<file path="src/rtl/seq_divider.sv">
// Restoring unsigned divider: one quotient bit per clock, start/busy/done handshake.
// Quotient and remainder are registered and held until the next completion.
//
// state | meaning
// IDLE  | waiting for start; results held
// CALC  | shifting/subtracting, one quotient bit per edge
// FIN   | divisor was zero; publish the saturated result next edge
module seq_divider #(
  parameter int WIDTH = 8
) (
  input  logic             clk,
  input  logic             rst_n,
  input  logic             start,
  input  logic [WIDTH-1:0] dividend,
  input  logic [WIDTH-1:0] divisor,
  output logic             busy,
  output logic             done,
  output logic [WIDTH-1:0] quotient,
  output logic [WIDTH-1:0] remainder,
  output logic             div_by_zero
);

  localparam int CW = $clog2(WIDTH + 1);

  typedef enum logic [1:0] {IDLE, CALC, FIN} state_t;

  state_t           state, state_nx;
  logic [CW-1:0]    cnt;
  logic [WIDTH:0]   r, r_sh, r_diff, r_nx;
  logic [WIDTH-1:0] q, q_nx, dvsr;
  logic             ge, accept, last_step;

  always_ff @(posedge clk or negedge rst_n) begin
    if (!rst_n) state <= IDLE;
    else        state <= state_nx;
  end

  always_comb begin
    state_nx = state;
    case (state)
      IDLE:    if (start) state_nx = (divisor == '0) ? FIN : CALC;
      CALC:    if (cnt == CW'(1)) state_nx = IDLE;
      FIN:     state_nx = IDLE;
      default: state_nx = IDLE;
    endcase
  end

  always_comb begin
    busy      = (state != IDLE);
    accept    = (state == IDLE) && start;
    last_step = (state == CALC) && (cnt == CW'(1));
  end

  // One restoring step: shift in the next dividend bit, subtract if it fits.
  always_comb begin
    r_sh   = {r[WIDTH-1:0], q[WIDTH-1]};
    r_diff = r_sh - {1'b0, dvsr};
    ge     = (r_sh >= {1'b0, dvsr});
    r_nx   = ge ? r_diff : r_sh;
    q_nx   = {q[WIDTH-2:0], ge};
  end

  always_ff @(posedge clk or negedge rst_n) begin
    if (!rst_n) begin
      cnt         <= '0;
      r           <= '0;
      q           <= '0;
      dvsr        <= '0;
      done        <= 1'b0;
      quotient    <= '0;
      remainder   <= '0;
      div_by_zero <= 1'b0;
    end else begin
      done <= 1'b0;
      if (accept) begin
        cnt  <= CW'(WIDTH);
        r    <= '0;
        q    <= dividend;
        dvsr <= divisor;
      end else if (state == CALC) begin
        cnt <= cnt - CW'(1);
        r   <= r_nx;
        q   <= q_nx;
        if (last_step) begin
          quotient    <= q_nx;
          remainder   <= r_nx[WIDTH-1:0];
          div_by_zero <= 1'b0;
          done        <= 1'b1;
        end
      end else if (state == FIN) begin
        // q still holds the untouched captured dividend here
        quotient    <= '1;
        remainder   <= q;
        div_by_zero <= 1'b1;
        done        <= 1'b1;
      end
    end
  end

endmodule

</file>
<file path="config.mk">
export PLATFORM = sky130hd
export DESIGN_NAME = seq_divider
export DESIGN_NICKNAME = d
export VERILOG_FILES = /design/src/rtl/seq_divider.sv
export SDC_FILE = /design/constraint.sdc
export NUM_CORES = 1
export LEC_CHECK = 0
export CORE_MARGIN = 1
export CORE_UTILIZATION = 58
export CTS_CLUSTER_SIZE = 24
export DETAILED_ROUTE_END_ITERATION = 16
export PLACE_DENSITY = 0.91
export RECOVER_POWER = 100
export SETUP_SLACK_MARGIN = 0.5
export SYNTH_ARGS = -nofsm -noshare
export SYNTH_HDL_FRONTEND = slang
export SYNTH_SLANG_ARGS = --single-unit
</file>
<file path="constraint.sdc">
create_clock -name clk -period 7 [get_ports clk]
set_clock_uncertainty 0.1 [all_clocks]
set_input_delay 0.7 -clock clk [delete_from_list [all_inputs] [get_ports clk]]
set_output_delay 0.7 -clock clk [all_outputs]
set_load 0.02 [all_outputs]
</file>
# Yosys cells after proc, flatten, opt, wreduce, memory -nomap -nowiden
# Index checks and enable logic that the tools add are counted.
# Widths: inputs -> output; s select.
dict set report op_classes {
  add_sub_neg 2
  n_mul 0
  div 0
  magnitude_cmp 1
  n_eq_ne 6
  shift 0
  n_mux 24
  bitwise 1
  n_reduce_logical 9
}
# operator count
set ops {}
lappend ops {{$mux 8} 11}
lappend ops {{$ge 9x8->1} 1}
lappend ops {{$logic_not 8->1} 1}
lappend ops {{$mux 4} 2}
lappend ops {{$sub 8x8->8} 1}
lappend ops {{$mux 1} 7}
lappend ops {{$mux 2} 3}
lappend ops {{$reduce_bool 2->1} 3}
lappend ops {{$eq 4x1->1 const B} 1}
lappend ops {{$ne 2x2->1 const B} 2}
lappend ops {{$pmux 2 s2} 1}
lappend ops {{$sub 4x1->4 const B} 1}
lappend ops {{$reduce_and 3->1} 1}
lappend ops {{$eq 2x1->1 const B} 1}
lappend ops {{$eq 2x2->1 const B} 1}
lappend ops {{$logic_and 1x1->1} 2}
lappend ops {{$logic_not 2->1} 1}
lappend ops {{$ne 2x1->1 const B} 1}
lappend ops {{$reduce_and 2->1} 1}
lappend ops {{$not 1->1} 1}
dict set report word_totals {
  register_bits 48
  latchBits 0
  ram_bits 0
  mem_bits_ro 0
  input_bits 19
  out_inout_bits 19
  wordCells 52
  memories 0
}

# Depth between registers and ports, before layout
dict set report logic_depth {
  ltp_word 5
  depth_mapped 9
  depth_no_buf 9
}

# Least setup slack after synthesis
# OpenSTA, ideal clock, no wires.
dict set report synth_path {
  kind {reg-to-reg}
  start {register r[5]}
  end {register remainder[0]}
  setup_ns 0.082
  t_arrival_ns 2.120
  required_time_ns 6.818
  setup_slack_ns 4.698
  stages_incl_launch_ff 9
  path_buffers 2
  synth_period_minus_slack_ns 2.302
  path_cell_list {dfrtp_1 ha_1 buf_2 a21o_1 a221oi_2 o21a_1 buf_6 mux2_1 o22ai_1}
}
dict set report synth_between {
  elab_chain_len 4
}
# item line_no
set synth_rtl {}
lappend synth_rtl {{start: declaration} 29} ;# logic [WIDTH:0] r, r_sh, r_diff, r_nx;
lappend synth_rtl {{start signal: assignment} 82} ;# r <= r_nx;
lappend synth_rtl {{$ge 9x8->1} 58} ;# ge = (r_sh >= {1'b0, dvsr});
lappend synth_rtl {{$mux 8} 59} ;# r_nx = ge ? r_diff : r_sh;
lappend synth_rtl {{$mux 8} 84} ;# if (last_step) begin
lappend synth_rtl {{$mux 8} 80} ;# end else if (state == CALC) begin
lappend synth_rtl {{end signal: assignment} 86} ;# remainder <= r_nx[WIDTH-1:0];
lappend synth_rtl {{end signal: assignment} 93} ;# remainder <= q;
lappend synth_rtl {{end: declaration} 19} ;# output logic [WIDTH-1:0] remainder,
# No other way between the ends. The select of a mux whose other input is x is not followed.
# A chain may end at the register's enable or synchronous reset.

# Worst setup path in the final report
dict set report layout_path {
  start {register state[1]}
  end {register remainder[2]}
}
dict set report layout_between {
  elab_chain_len 4
  word_cells_on_any_way 10
  cone_classes {eq/ne: 3; mux: 1; bitwise: 1; reduce/logical: 5}
}
# item line_no
set layout_rtl {}
lappend layout_rtl {{start: declaration} 27} ;# state_t state, state_nx;
lappend layout_rtl {{start signal: assignment} 35} ;# else state <= state_nx;
lappend layout_rtl {{$eq 2x1->1 / $logic_not 2->1 (equally long branches)} {51, 80, 50}}
lappend layout_rtl {{$logic_and 1x1->1, on equally long branches} {51, 50}}
lappend layout_rtl {{$ne 2x2->1 (no line) / $not 1->1 (equally long branches)} n/a}
lappend layout_rtl {{$reduce_and 3->1 (no line)} n/a}
# Parallel ways exist; a longest one is shown, timed or not.

==> results.yml <==
sta:
  setup_viol: 0
  fin_ws_ps: 3772
  hold_violations: 0
  setup_tns_ps: 0
  fmax_mhz: 309.8
  rsz0062_at_grt: "no"
  layout_min_cycle_time_ps: 3228
  max_slew_margin_pct: -68.18
  whs_ps: 376.6
  period_share_pct: 46.11
  worst_slew_pin_slew_ps: 2523
  final_max_slew_viol_count: 126
clocking:
  clock_sinks: 48
  cts_buffer_depth: 2
  cts_root_buf: "clkbuf_8"
  clk_latency_ps: 300
  htree_levels: 2
  numCtsBuffers: 5
  cts_resized: 0
  path_clk_slew_ps: 90
  cts_tree: "done"
  hold_buffers: 0
  post_cts_buffers: 0
critical_path:
  max_stage_delay_ps: 1170
  crit_chain: "inv_1, ha_1, clkbuf_1, nand2b_1, and2_0, o21ai_0, o22ai_1"
  critPathCaptureType: "flop"
  start_kind: "flop"
  critPathSlowestCell: "clkbuf_1"
  critical_path_required_ps: 7080
  r2r_cells: 7
  critPathKind: "flop to flop"
  crit_path_max_fanout: 39
  cp.arrival_ps: 3310
synthesis:
  avgSynthCellArea_um2: 9.092
  yosysMostFrequentCell: "dfrtp_1"
  synth_fp_nets: 322
  synth_cell_types: 49
  netlist_area_um2: 2628
  ys_seq_elements: 48
  synth.top_cells.by_area: "dfrtp_1, o21ai_0, ha_1"
  yosysTopAreaCellShare_pct: 45.71
  ys_top_cells_by_count: "dfrtp_1, o21ai_0, nand2_1, nor2_1, inv_1"
  synth-edff-count: 0
  synthArstFlopShare_pct: 100.0
  synth-warning-count: 0
  synth_top_area_cell: "dfrtp_1"
  synth_flop_cell: "dfrtp_1"
  syn_inst: 289
  synth_seq_area_share_pct: 45.71
pwr:
  vdd_drop_max_mv: 0.3600
  power_density_nw_per_um2: 529.3
  p_int_uw: 863.2
  p_leak_uw: 0.001371
  swShare_pct: 46.95
  pwr-share-clk_pct: 9.8
  power_frac_seq_pct: 30.5
  p_sw_uw: 763.9
  p_comb_share_pct: 59.7
finish:
  area_growth_pct: 17.00
  fin_util_pct: 70.60
  nets: 353
  num-fill-cells: 342
  insertedDiodeCount: 0
  drive_above_1_share_pct: 3.750
drt:
  drt-total-wl_um: 5656
  drc: 0
  final_antenna_net_count: 0
  drt_iter0_drc: 240
  dr.pass1.iters: 4
  via_per_inst: 5.935
  via_count: 2208
  wl_per_cell_um: 15.20
hold_path:
  hold_class: "flop to flop"
  hold_depth: 2
global_route:
  grt_max_degree: 49
  grt_pass1_wl_um: 9922
  grt_pass1_vias: 2068
  grt_util_all_layers_pct: 26.15
  grt_overflow: 0
  antenna_found_initial: 0
floorplanning:
  initial_core_util_pct: 60.34
  rows: 24
  die_w_um: 69.31
  ios: 38
  core_um2: 4354
  die_h_um: 69.31
  die_area_um2: 4803
placed_design:
  gp_congestion: 0.8814
  numPortBuffers: 37
  place_hpwl_um: 3937
  pre_cts_ws_ps: 4441
job:
  drv_cap: 3
outcome:
  violations: "max-capacitance violations, max-slew violations"
  status: "finished with violations"
-- per-layer routing --
layer / vias to the layer above / global-route usage, % / routed length, µm
met5: - / 0 / 0
met4: 0 / 9.070 / 114
met3: 12 / 5.814 / 217
met2: 56 / 42.29 / 2852
met1: 1066 / 34.79 / 2472
li1: 1074 / - / -
-- flip-flops by register name (all words and copies together) (netlist names), 2 cells and up --
signal     flops
state          2
cnt            4
dvsr           8
r              8
q              8
remainder      8
quotient       8
-- cell families (layout without fill, tap and decap cells) --
group                    Yosys count  in the layout  share of synthesized area (%)
multiplexers                      11             11                          4.286
XOR/XNOR                           7              7                          2.333
AO/OA/AOI/OAI                     84             84                          18.90
adder cells (fa/ha/maj)           14             14                          6.953
AND/OR/NAND/NOR                   90             90                          16.48
buffers and inverters             35             66                          5.333
flip-flops                        48             48                          45.71
-- stage by stage --
step | instance area, µm² | instances | power [µW]
after floorplan | 2628 | 289 | 1206
after global placement | 3008 | 365 | 1440
after detailed placement | 3008 | 365 | 1485
after CTS | 3089 | 372 | 1657
after global routing | 3074 | 372 | 1766
final | 3074 | 372 | 1627
-- placed cells by master (no fill, tap or decap), types with 2 or more instances in the layout --
cell	n
dfrtp_1	48
or4b_1	2
clkbuf_1	3
a21o_1	3
nor2b_1	2
a21oi_1	15
nor3b_1	2
xor2_1	5
or3_1	4
and2_0	2
ha_1	13
nor3_1	2
o21ai_0	42
nor2_1	24
nand2b_1	3
nor4_1	3
clkbuf_8	5
o22ai_1	4
clkdlybuf4s50_1	16
a211oi_1	3
nand2_1	36
inv_1	19
o211ai_1	3
mux2i_1	9
nand3_1	4
xnor2_1	2
a31oi_1	4
dlygate4sd3_1	20
-- path summary, 6_finish.rpt --
kind / start / endpoint / slack (ps)
min in group asynchronous: rst_n / dvsr[6] / 1070
min: quotient[6] / quotient[6] / 380
max reg2reg: state[1] / remainder[2] / 3770
max in group asynchronous: rst_n / dvsr[0] / 4290
min reg2reg: quotient[6] / quotient[6] / 380
max: state[1] / remainder[2] / 3770
-- worst max-delay path, delay by kind of cell, from the launching register on --
kind                       cells  cell delay, ps
AOI/OAI and AO/OA              2             360
adders and majority gates      1             160
buffers and inverters          2            1260
DFF                            1             410
and+or+nand+nor                2             810
-- power groups by stage --
stage               clock network (µW)  registers [µW]  logic, µW
floorplan                            0             543        663
global placement                     0             495        944
detailed placement                   0             502        983
CTS                                165             497        995
global route                       177             511       1080
finish                             160             496        972
-- area by class of cell --
type	count	area, µm²	share of cell area (%)
Clock inverter	2	12.51	0.4070
Tap cell	52	65.06	2.116
Timing Repair Buffer	39	371.6	12.09
Clock buffer	5	68.82	2.239
Multi-Input combinational cell	206	1280	41.64
Sequential cell	48	1201	39.07
Inverter	20	75.07	2.442
(Power assumes the default switching activity.)
